### config.mk
export PLATFORM = sky130hd
export DESIGN_NAME = lcd_write_engine
export DESIGN_NICKNAME = d
export VERILOG_FILES = /design/src/rtl/lcd_write_engine.sv
export SDC_FILE = /design/constraint.sdc
export NUM_CORES = 1
export LEC_CHECK = 0
export ABC_AREA = 1
export CAP_MARGIN = 0
export CELL_PAD_IN_SITES_DETAIL_PLACEMENT = 0
export CELL_PAD_IN_SITES_GLOBAL_PLACEMENT = 1
export CORE_MARGIN = 2
export CORE_UTILIZATION = 46
export CTS_CLUSTER_DIAMETER = 150
export CTS_CLUSTER_SIZE = 10
export DETAILED_ROUTE_END_ITERATION = 16
export PLACE_DENSITY_LB_ADDON = 0.15
export SYNTH_ARGS = -nofsm -noshare
export SYNTH_HDL_FRONTEND = slang
export SYNTH_SLANG_ARGS = --single-unit
export TNS_END_PERCENT = 20
### constraint.sdc
create_clock -name clk_i -period 2.4 [get_ports clk_i]
set_input_delay 0.48 -clock clk_i [delete_from_list [all_inputs] [get_ports clk_i]]
set_output_delay 0.48 -clock clk_i [all_outputs]
set_load 0.05 [all_outputs]
### src/rtl/lcd_write_engine.sv
// lcd_write_engine
// HD44780-style LCD write controller. Command/data bytes are queued in a FIFO
// and written to the panel with hardware-timed RS/data setup, EN pulse, hold
// and post-write execution wait. Raw mode drives the pins straight from a
// 32-bit register image, one cycle after it is presented.
//
// Ports
//   clk_i, rst_ni        clock, asynchronous active-low reset
//   mode_i               0 = raw, 1 = queued (taken only while idle)
//   raw_lcd_i            raw pin image: [7:0] data, [8] RW, [9] RS, [10] EN, [31] ON
//   wr_valid_i/ready_o   FIFO push handshake; wr_rs_i/wr_data_i are the entry
//   lcd_on_i             panel power/backlight in queued mode
//   lcd_*_o              registered LCD pins
//   busy_o               transaction in flight or FIFO not empty
//   count_o              FIFO occupancy
//   overflow_o           sticky: a write arrived while the FIFO was full
module lcd_write_engine #(
  parameter int FIFO_DEPTH = 16,
  parameter int T_SETUP    = 4,
  parameter int T_EN_HIGH  = 25,
  parameter int T_HOLD     = 2,
  parameter int T_CMD_WAIT = 2000,
  parameter int T_CLR_WAIT = 82000
) (
  input  logic                          clk_i,
  input  logic                          rst_ni,
  input  logic                          mode_i,
  input  logic [31:0]                   raw_lcd_i,
  input  logic                          wr_valid_i,
  output logic                          wr_ready_o,
  input  logic                          wr_rs_i,
  input  logic [7:0]                    wr_data_i,
  input  logic                          lcd_on_i,
  output logic [7:0]                    lcd_data_o,
  output logic                          lcd_rw_o,
  output logic                          lcd_rs_o,
  output logic                          lcd_en_o,
  output logic                          lcd_on_o,
  output logic                          busy_o,
  output logic [$clog2(FIFO_DEPTH):0]   count_o,
  output logic                          overflow_o
);

  localparam int AW = $clog2(FIFO_DEPTH);
  localparam int CW = $clog2(T_CLR_WAIT + 1);

  localparam logic [AW:0]   FULL     = (AW+1)'(FIFO_DEPTH);
  localparam logic [CW-1:0] LD_SETUP = CW'(T_SETUP - 1);
  localparam logic [CW-1:0] LD_EN    = CW'(T_EN_HIGH - 1);
  localparam logic [CW-1:0] LD_HOLD  = CW'(T_HOLD - 1);
  localparam logic [CW-1:0] LD_CMD   = CW'(T_CMD_WAIT - 1);
  localparam logic [CW-1:0] LD_CLR   = CW'(T_CLR_WAIT - 1);

  typedef enum logic [2:0] {
    S_IDLE,
    S_SETUP,
    S_PULSE,
    S_HOLD,
    S_WAIT
  } state_t;

  // FIFO storage and pointers
  logic [8:0]    mem_q [FIFO_DEPTH];
  logic [AW-1:0] wr_ptr_q, rd_ptr_q;
  logic [AW:0]   count_q, count_d;
  logic          overflow_q;

  // Engine state and registered pins
  state_t        state_q;
  logic [CW-1:0] cnt_q;
  logic          long_q;
  logic          mode_q;
  logic [7:0]    data_q;
  logic          rw_q, rs_q, en_q, on_q;

  logic          push, pop;
  logic [8:0]    head;
  logic          head_long;
  logic [19:0]   unused_raw;

  assign unused_raw = raw_lcd_i[30:11];

  assign wr_ready_o = (count_q != FULL);
  assign push       = wr_valid_i && wr_ready_o;
  // mode_i must agree with the stored mode so that a switch to raw requested
  // while idle never lets a new transaction start with a stale queued mode.
  assign pop        = (state_q == S_IDLE) && mode_q && mode_i && (count_q != '0);
  assign head       = mem_q[rd_ptr_q];
  assign head_long  = !head[8] && ((head[7:0] == 8'h01) || (head[7:0] == 8'h02) ||
                                   (head[7:0] == 8'h03));

  always_comb begin
    count_d = count_q;
    if (push && !pop) count_d = count_q + (AW+1)'(1);
    else if (!push && pop) count_d = count_q - (AW+1)'(1);
  end

  always_ff @(posedge clk_i) begin
    if (push) mem_q[wr_ptr_q] <= {wr_rs_i, wr_data_i};
  end

  always_ff @(posedge clk_i or negedge rst_ni) begin
    if (!rst_ni) begin
      wr_ptr_q   <= '0;
      rd_ptr_q   <= '0;
      count_q    <= '0;
      overflow_q <= 1'b0;
    end else begin
      if (push) wr_ptr_q <= wr_ptr_q + AW'(1);
      if (pop)  rd_ptr_q <= rd_ptr_q + AW'(1);
      count_q <= count_d;
      if (wr_valid_i && !wr_ready_o) overflow_q <= 1'b1;
    end
  end

  // Write sequencer: each state reloads the shared down-counter on entry and
  // leaves when it reaches zero, so a state lasts exactly (load + 1) cycles.
  always_ff @(posedge clk_i or negedge rst_ni) begin
    if (!rst_ni) begin
      state_q <= S_IDLE;
      cnt_q   <= '0;
      long_q  <= 1'b0;
      mode_q  <= 1'b0;
      data_q  <= '0;
      rw_q    <= 1'b0;
      rs_q    <= 1'b0;
      en_q    <= 1'b0;
      on_q    <= 1'b0;
    end else begin
      on_q <= lcd_on_i;
      rw_q <= 1'b0;
      unique case (state_q)
        S_IDLE: begin
          mode_q <= mode_i;
          if (!mode_q) begin
            data_q <= raw_lcd_i[7:0];
            rw_q   <= raw_lcd_i[8];
            rs_q   <= raw_lcd_i[9];
            en_q   <= raw_lcd_i[10];
            on_q   <= raw_lcd_i[31];
          end else begin
            en_q <= 1'b0;
            if (pop) begin
              data_q  <= head[7:0];
              rs_q    <= head[8];
              long_q  <= head_long;
              cnt_q   <= LD_SETUP;
              state_q <= S_SETUP;
            end
          end
        end
        S_SETUP: begin
          if (cnt_q == '0) begin
            en_q    <= 1'b1;
            cnt_q   <= LD_EN;
            state_q <= S_PULSE;
          end else begin
            cnt_q <= cnt_q - CW'(1);
          end
        end
        S_PULSE: begin
          if (cnt_q == '0) begin
            en_q    <= 1'b0;
            cnt_q   <= LD_HOLD;
            state_q <= S_HOLD;
          end else begin
            cnt_q <= cnt_q - CW'(1);
          end
        end
        S_HOLD: begin
          if (cnt_q == '0) begin
            cnt_q   <= long_q ? LD_CLR : LD_CMD;
            state_q <= S_WAIT;
          end else begin
            cnt_q <= cnt_q - CW'(1);
          end
        end
        S_WAIT: begin
          if (cnt_q == '0) state_q <= S_IDLE;
          else cnt_q <= cnt_q - CW'(1);
        end
        default: state_q <= S_IDLE;
      endcase
    end
  end

  assign lcd_data_o = data_q;
  assign lcd_rw_o   = rw_q;
  assign lcd_rs_o   = rs_q;
  assign lcd_en_o   = en_q;
  assign lcd_on_o   = on_q;
  assign busy_o     = (state_q != S_IDLE) || (count_q != '0);
  assign count_o    = count_q;
  assign overflow_o = overflow_q;

endmodule

Word-level counts from Yosys, hierarchy flattened

Memories as Yosys holds them, arrays and structs flattened.
Index checks and enable logic that the tools add are counted.

Bits in registers: 48
Bits of input ports: 46
RAM bits: 144
Output and inout bits: 20
Memories: 1
Logic and storage cells: 93

Memories:

| memory | words | bits a word | rd ports | clocked after memory_dff | wr ports | line | text |
|---|---|---|---|---|---|---|---|
| mem_q  | 16    | 9           | 1        | 0                        | 1        | 63   | `logic [8:0] mem_q [FIFO_DEPTH];` |

Equal/unequal tests: 16
Reduce and logical (&&, ||, !) cells: 27
Multiplexer cells: 31
$add $sub $neg: 5

Operator list:

| cell                  | number |
|---|---|
| $mux 17               | 7 |
| $pmux 17 s5           | 1 |
| $mux 3                | 6 |
| $logic_not 17->1      | 1 |
| $sub 17x1->17 const B | 1 |
| $eq 8x2->1 const B    | 2 |
| $mux 8                | 2 |
| $pmux 3 s5            | 1 |
| $ne 2x2->1 const B    | 7 |
| $mux 1                | 11 |
| $mux 5                | 2 |
| $reduce_bool 5->1     | 2 |
| $add 4x1->4 const B   | 2 |
| $eq 8x1->1 const B    | 1 |
| $logic_and 1x1->1     | 8 |
| $eq 3x2->1 const B    | 2 |
| $reduce_and 3->1      | 2 |
| $reduce_and 6->1      | 1 |
| $reduce_bool 3->1     | 2 |
| $add 5x1->5 const B   | 1 |
| $ne 5x5->1 const B    | 1 |
| $sub 5x1->5 const B   | 1 |
| $logic_not 1->1       | 4 |
| $reduce_and 4->1      | 1 |
| other kinds (8)       | 10 |

Longest topological paths before layout

Depth after elaboration: 7
Depth in mapped cells: 14
Gate-level depth less buffers: 14

Worst setup path after synthesis

OpenSTA, ideal clock, no wires.

Path type: register -> register
Start point: register count_q[0], in the netlist count_o[0]
End point: register count_q[4], in the netlist count_o[4]
Slack: -0.759 ns
Buffers on the path: 0
Setup time: 0.145 ns
Data arrival time: 3.014 ns
Data required time: 2.255 ns
Stages on the path, launching flop included: 15
Period minus slack after synthesis: 3.159 ns
Cells stage by stage: dfrtp_1 > nor2_1 > nand4_1 > nand2_1 > clkinv_1 > ha_1 > inv_1 > ha_1 > a21oi_1 > nor2_1 > nor2_1 > nand2_1 > nand2_1 > nor2_1 > xor2_1

Word-level cells in the longest chain between the ends: 5
Elaborated cells on any way between the ends: 13
Classes of those cells: add/sub: 2; eq/ne: 1; mux: 2; reduce/logical: 8

Ends and longest elaborated chain:

| what                               | line | text |
|---|---|---|
| start: declaration                 | 65   | `logic [AW:0] count_q, count_d;` |
| start signal: assignment           | 111  | `count_q <= count_d;` |
| $ne 5x5->1 *                       | 83   | `assign wr_ready_o = (count_q != FULL);` |
| named net wr_ready_o               | 30   | `output logic wr_ready_o,` |
| $logic_and 1x1->1 *                | 84   | `assign push = wr_valid_i && wr_ready_o;` |
| named net push                     | 76   | `logic push, pop;` |
| $logic_not 1->1                    | 95   | `else if (!push && pop) count_d = count_q - (AW+1)'(1);` |
| $logic_and 1x1->1                  | 95   |  |
| $reduce_bool 2->1 (no source line) | --   |  |

The timed path passes the listed nets; every way through them passes the cells marked *. The select of a mux whose other input is x is not followed.
A chain may end at the register's enable or synchronous reset.

Worst setup path after layout

Start point: register count_q[2], in the netlist count_o[2]
End point: output port busy_o

Word-level cells in the longest chain between the ends: 2

Ends and longest elaborated chain:

| what              | line | text |
|---|---|---|
| $reduce_bool 5->1 | 192  | `assign busy_o = (state_q != S_IDLE) \|\| (count_q != '0);` |
| $logic_or 1x1->1  | 192  |  |
| end: declaration  | 39   | `output logic busy_o,` |

Every way passes these cells.

==> results.txt <==
* Number of instances in the synthesized netlist: 929
* Largest vdd supply drop: 0.592 mV
- Once the floorplan was initialized, standard cells occupied 46.4% of the core.
- Row generation in the floorplan step produced 51 rows.
- FF+latch count, synth: 192
- Counting the buffers created by CTS gives 17.
- Die height: 144 µm
- The first global-routing pass estimated 31,600 µm of wire.
* Capturing element type of the critical path: output pin
- Worst setup SP type: flop
- Synthesized cell area: 8980 µm²
- The analysis attributes to cell leakage a power of 4.60 nW.
* Drc violations: 0
- For this design the top-level I/O count stands at 66.
- Antenna violations before repair: 0
* Maximum fanout encountered on the critical timing path: 2
* Routed wire per std cell: ~15 µm
* Number of enable-type register cells in the synthesized netlist: 144
* Final cycle utilization of the critical path: 95.4%
- Pin count of the biggest net entering global routing: between 40 and 50
- In the global route stage, overall resource usage came out at 20.2%.
- Sequential cells were found to cover 61.5% of the synthesized design area.
- Die area: 20,600 µm²
* Max Slew Vio Count: 0
* Maximum clock rate: 437 MHz
* Async SR Flop Fraction: 25.0%
- Run status: completed
* Fraction of post-synthesis cell area in the top cell type by area: about half
- Worst slew slack as a fraction of its limit: 53.6%
- Data on the critical path arrives at its endpoint at 1810 ps.
- 0 antenna diodes ended up in the layout.
- The first TritonRoute pass finished after 4 iterations.
- Final-layout setup total negative slack: 0 ps
* Count of max-cap constraint violations: 0
* Total routed wirelength: 19,700 µm
* Share of layout cells above drive strength 1: 12.6%
* Placement-stage cell area: 9990 µm²
- No sink is reached through more buffers than the 2 on the longest clock path.
* Classification of the worst setup path: flop to output pin
- Area growth syn-to-layout: 18.6%
* Minimum period implied by the final worst setup slack: 2290 ps
- Post-Route Skew: approximately 15 ps
- Port buffering added 45 buffers.
* Main flop type after synthesis: sky130_fd_sc_hd__edfxtp_1
* Vias in the first global route: around 6,000
- Syn nets: 986
- P per Cell Area: 1290 nW/µm²
* H-tree depth reported by CTS: 4
- sky130_fd_sc_hd__edfxtp_1 takes more of the synthesized area than any other cell.
- Post-DP HPWL: 13,300 µm
* Vias per cell: around 4.8
* Clock-pin slew of the registers on the worst-case setup and hold paths: 80 ps
* Synth Area per Inst: 9.66 µm²
- Clock tree root buffer cell: sky130_fd_sc_hd__clkbuf_16
* Slew at the pin closest to its max-slew limit: 693 ps
- Nets: 1,066
- Remaining global-route overflow: 0
* Number of clock sinks: 192
* Share of the core filled with cells in the final layout: 55.1%
- Horizontal extent of the die: 144 µm
- Final setup vio count: 0
* Worst-skew pair later-pin latency: ~440 ps
* Hold Violations, Final: 0
* Clock tree from TritonCTS: built
- For the worst setup path, the data required time is 1920 ps.
- The total area inside the core boundary comes to 19,300 µm².
- The path class of the tightest hold or removal check is flop to flop.
- Initial drt markers: 327
* Number of different library cells in the post-synthesis netlist: 42
- Final standard cell area without fillers: 10,600 µm²
- Largest cells by area after synthesis: sky130_fd_sc_hd__edfxtp_1, sky130_fd_sc_hd__dfrtp_1, sky130_fd_sc_hd__nand2_1, sky130_fd_sc_hd__inv_1, sky130_fd_sc_hd__nand3_1
- Final ANT Viol Nets: 0
- At the end of routability-driven placement, the weighted congestion stood at around 0.76.
- For this block, the via count after detailed routing is just over 6,000.
* Yosys warning count: 0
[routing by layer]
metal / track usage, % / vias up / routed length [µm]
met5: 0 / - / 0
met4: 5.31 / 0 / 219
met3: 4.83 / 15 / 1080
met2: 31.2 / 121 / 8830
met1: 28.9 / 2844 / 9550
li1: - / 3190 / -
[cells by family after synthesis]
kind of cell             Yosys count  share of synthesized area, %
buffers and inverters            152                          7.19
flip-flops                       192                          61.5
multiplexers                       2                         0.251
adder cells (fa/ha/maj)           11                          1.62
AO/OA/AOI/OAI                     97                          5.91
AND/OR/NAND/NOR                  455                          21.5
XOR/XNOR                          20                          1.95
[registers in the layout (all words and copies together) (netlist names)]
| name | flops |
|---|---|
| wr_ptr_q | 4 |
| lcd_rw_o | 1 |
| lcd_rs_o | 1 |
| rd_ptr_q | 4 |
| count_o | 5 |
| cnt_q | 17 |
| long_q | 1 |
| overflow_o | 1 |
| mem_q | 144 |
| state_q | 3 |
| mode_q | 1 |
| lcd_on_o | 1 |
| lcd_en_o | 1 |
| lcd_data_o | 8 |
[Yosys cell counts, drive strengths merged (9+ instances only)]
master	instances
o21ai	59
or2	12
edfxtp	144
clkbuf	9
dfrtp	48
nand2	268
a21oi	25
buf	22
ha	10
nor2	85
xor2	18
inv	118
nand3	82
[worst paths after layout]
check	startpoint	to	slack [ps]	cells past startpoint
worst max register to register	count_o[2]$_DFFE_PN0P_	count_o[4]$_DFFE_PN0P_	160	14
max in group asynchronous	rst_ni	lcd_on_o$_DFF_PN0_	1280	3
worst max-delay path	count_o[2]$_DFFE_PN0P_	busy_o	110	6
worst min register to register	overflow_o$_DFFE_PN0P_	overflow_o$_DFFE_PN0P_	480	1
worst min-delay path	overflow_o$_DFFE_PN0P_	overflow_o$_DFFE_PN0P_	480	1
min in group asynchronous	rst_ni	state_q[2]$_DFFE_PN0P_	550	2
[where the power goes]
group          total [mW]  internal (mW)  switching, mW
registers            4.55           4.19          0.360
logic                6.16           2.14           4.02
clock network        2.99           1.61           1.38
[worst max-delay path, cell delays in order (launching register included)]
cell	delay, ps
sky130_fd_sc_hd__dfrtp_2	410
sky130_fd_sc_hd__nor2_2	120
sky130_fd_sc_hd__nand4_1	80
sky130_fd_sc_hd__buf_4	170
sky130_fd_sc_hd__buf_4	130
sky130_fd_sc_hd__or2_2	260
sky130_fd_sc_hd__buf_4	190
[cell usage in the layout, fill, tap and decap left out, types with 5 or more instances in the layout]
| master | n |
|---|---|
| sky130_fd_sc_hd__inv_8 | 6 |
| sky130_fd_sc_hd__buf_4 | 43 |
| sky130_fd_sc_hd__dfrtp_2 | 6 |
| sky130_fd_sc_hd__inv_1 | 112 |
| sky130_fd_sc_hd__o21ai_0 | 43 |
| sky130_fd_sc_hd__clkdlybuf4s50_1 | 42 |
| sky130_fd_sc_hd__dfrtp_1 | 42 |
| sky130_fd_sc_hd__clkbuf_16 | 17 |
| sky130_fd_sc_hd__nand2_2 | 5 |
| sky130_fd_sc_hd__xor2_1 | 18 |
| sky130_fd_sc_hd__nor2_1 | 79 |
| sky130_fd_sc_hd__nand3_1 | 79 |
| sky130_fd_sc_hd__edfxtp_1 | 144 |
| sky130_fd_sc_hd__ha_1 | 8 |
| sky130_fd_sc_hd__o21ai_1 | 13 |
| sky130_fd_sc_hd__nand2_1 | 262 |
| sky130_fd_sc_hd__a21oi_1 | 23 |
| sky130_fd_sc_hd__or2_2 | 12 |
[per-stage QoR]
step	hold WS, ps	total power, mW	worst slack [ps]	std cells
2_1_floorplan	184	8.89	-428	929
3_3_place_gp	465	10.7	-129	1253
3_5_place_dp	462	10.8	-127	1253
4_1_cts	492	13.8	9.46	1287
5_1_grt	506	14.7	-0.0453	1287
6_report	479	13.7	111	1287
[repair_timing]
action                                  CTS  global route
gates resized for setup                   0             2
hold buffers                              1             0
setup buffers                             1             0
endpoints found under the hold margin     5             0
pin swaps                                 1             0
endpoints found under the setup margin    1             2
[cell type report]
cell class | instances | area, µm²
Sequential cell | 192 | 5530
Clock buffer | 17 | 425
Multi-Input combinational cell | 585 | 2840
Inverter | 121 | 460
Tap cell | 265 | 332
Clock inverter | 15 | 203
Fill cell | 1721 | 8690
Timing Repair Buffer | 92 | 851
Power figures use the tool's default switching activity.
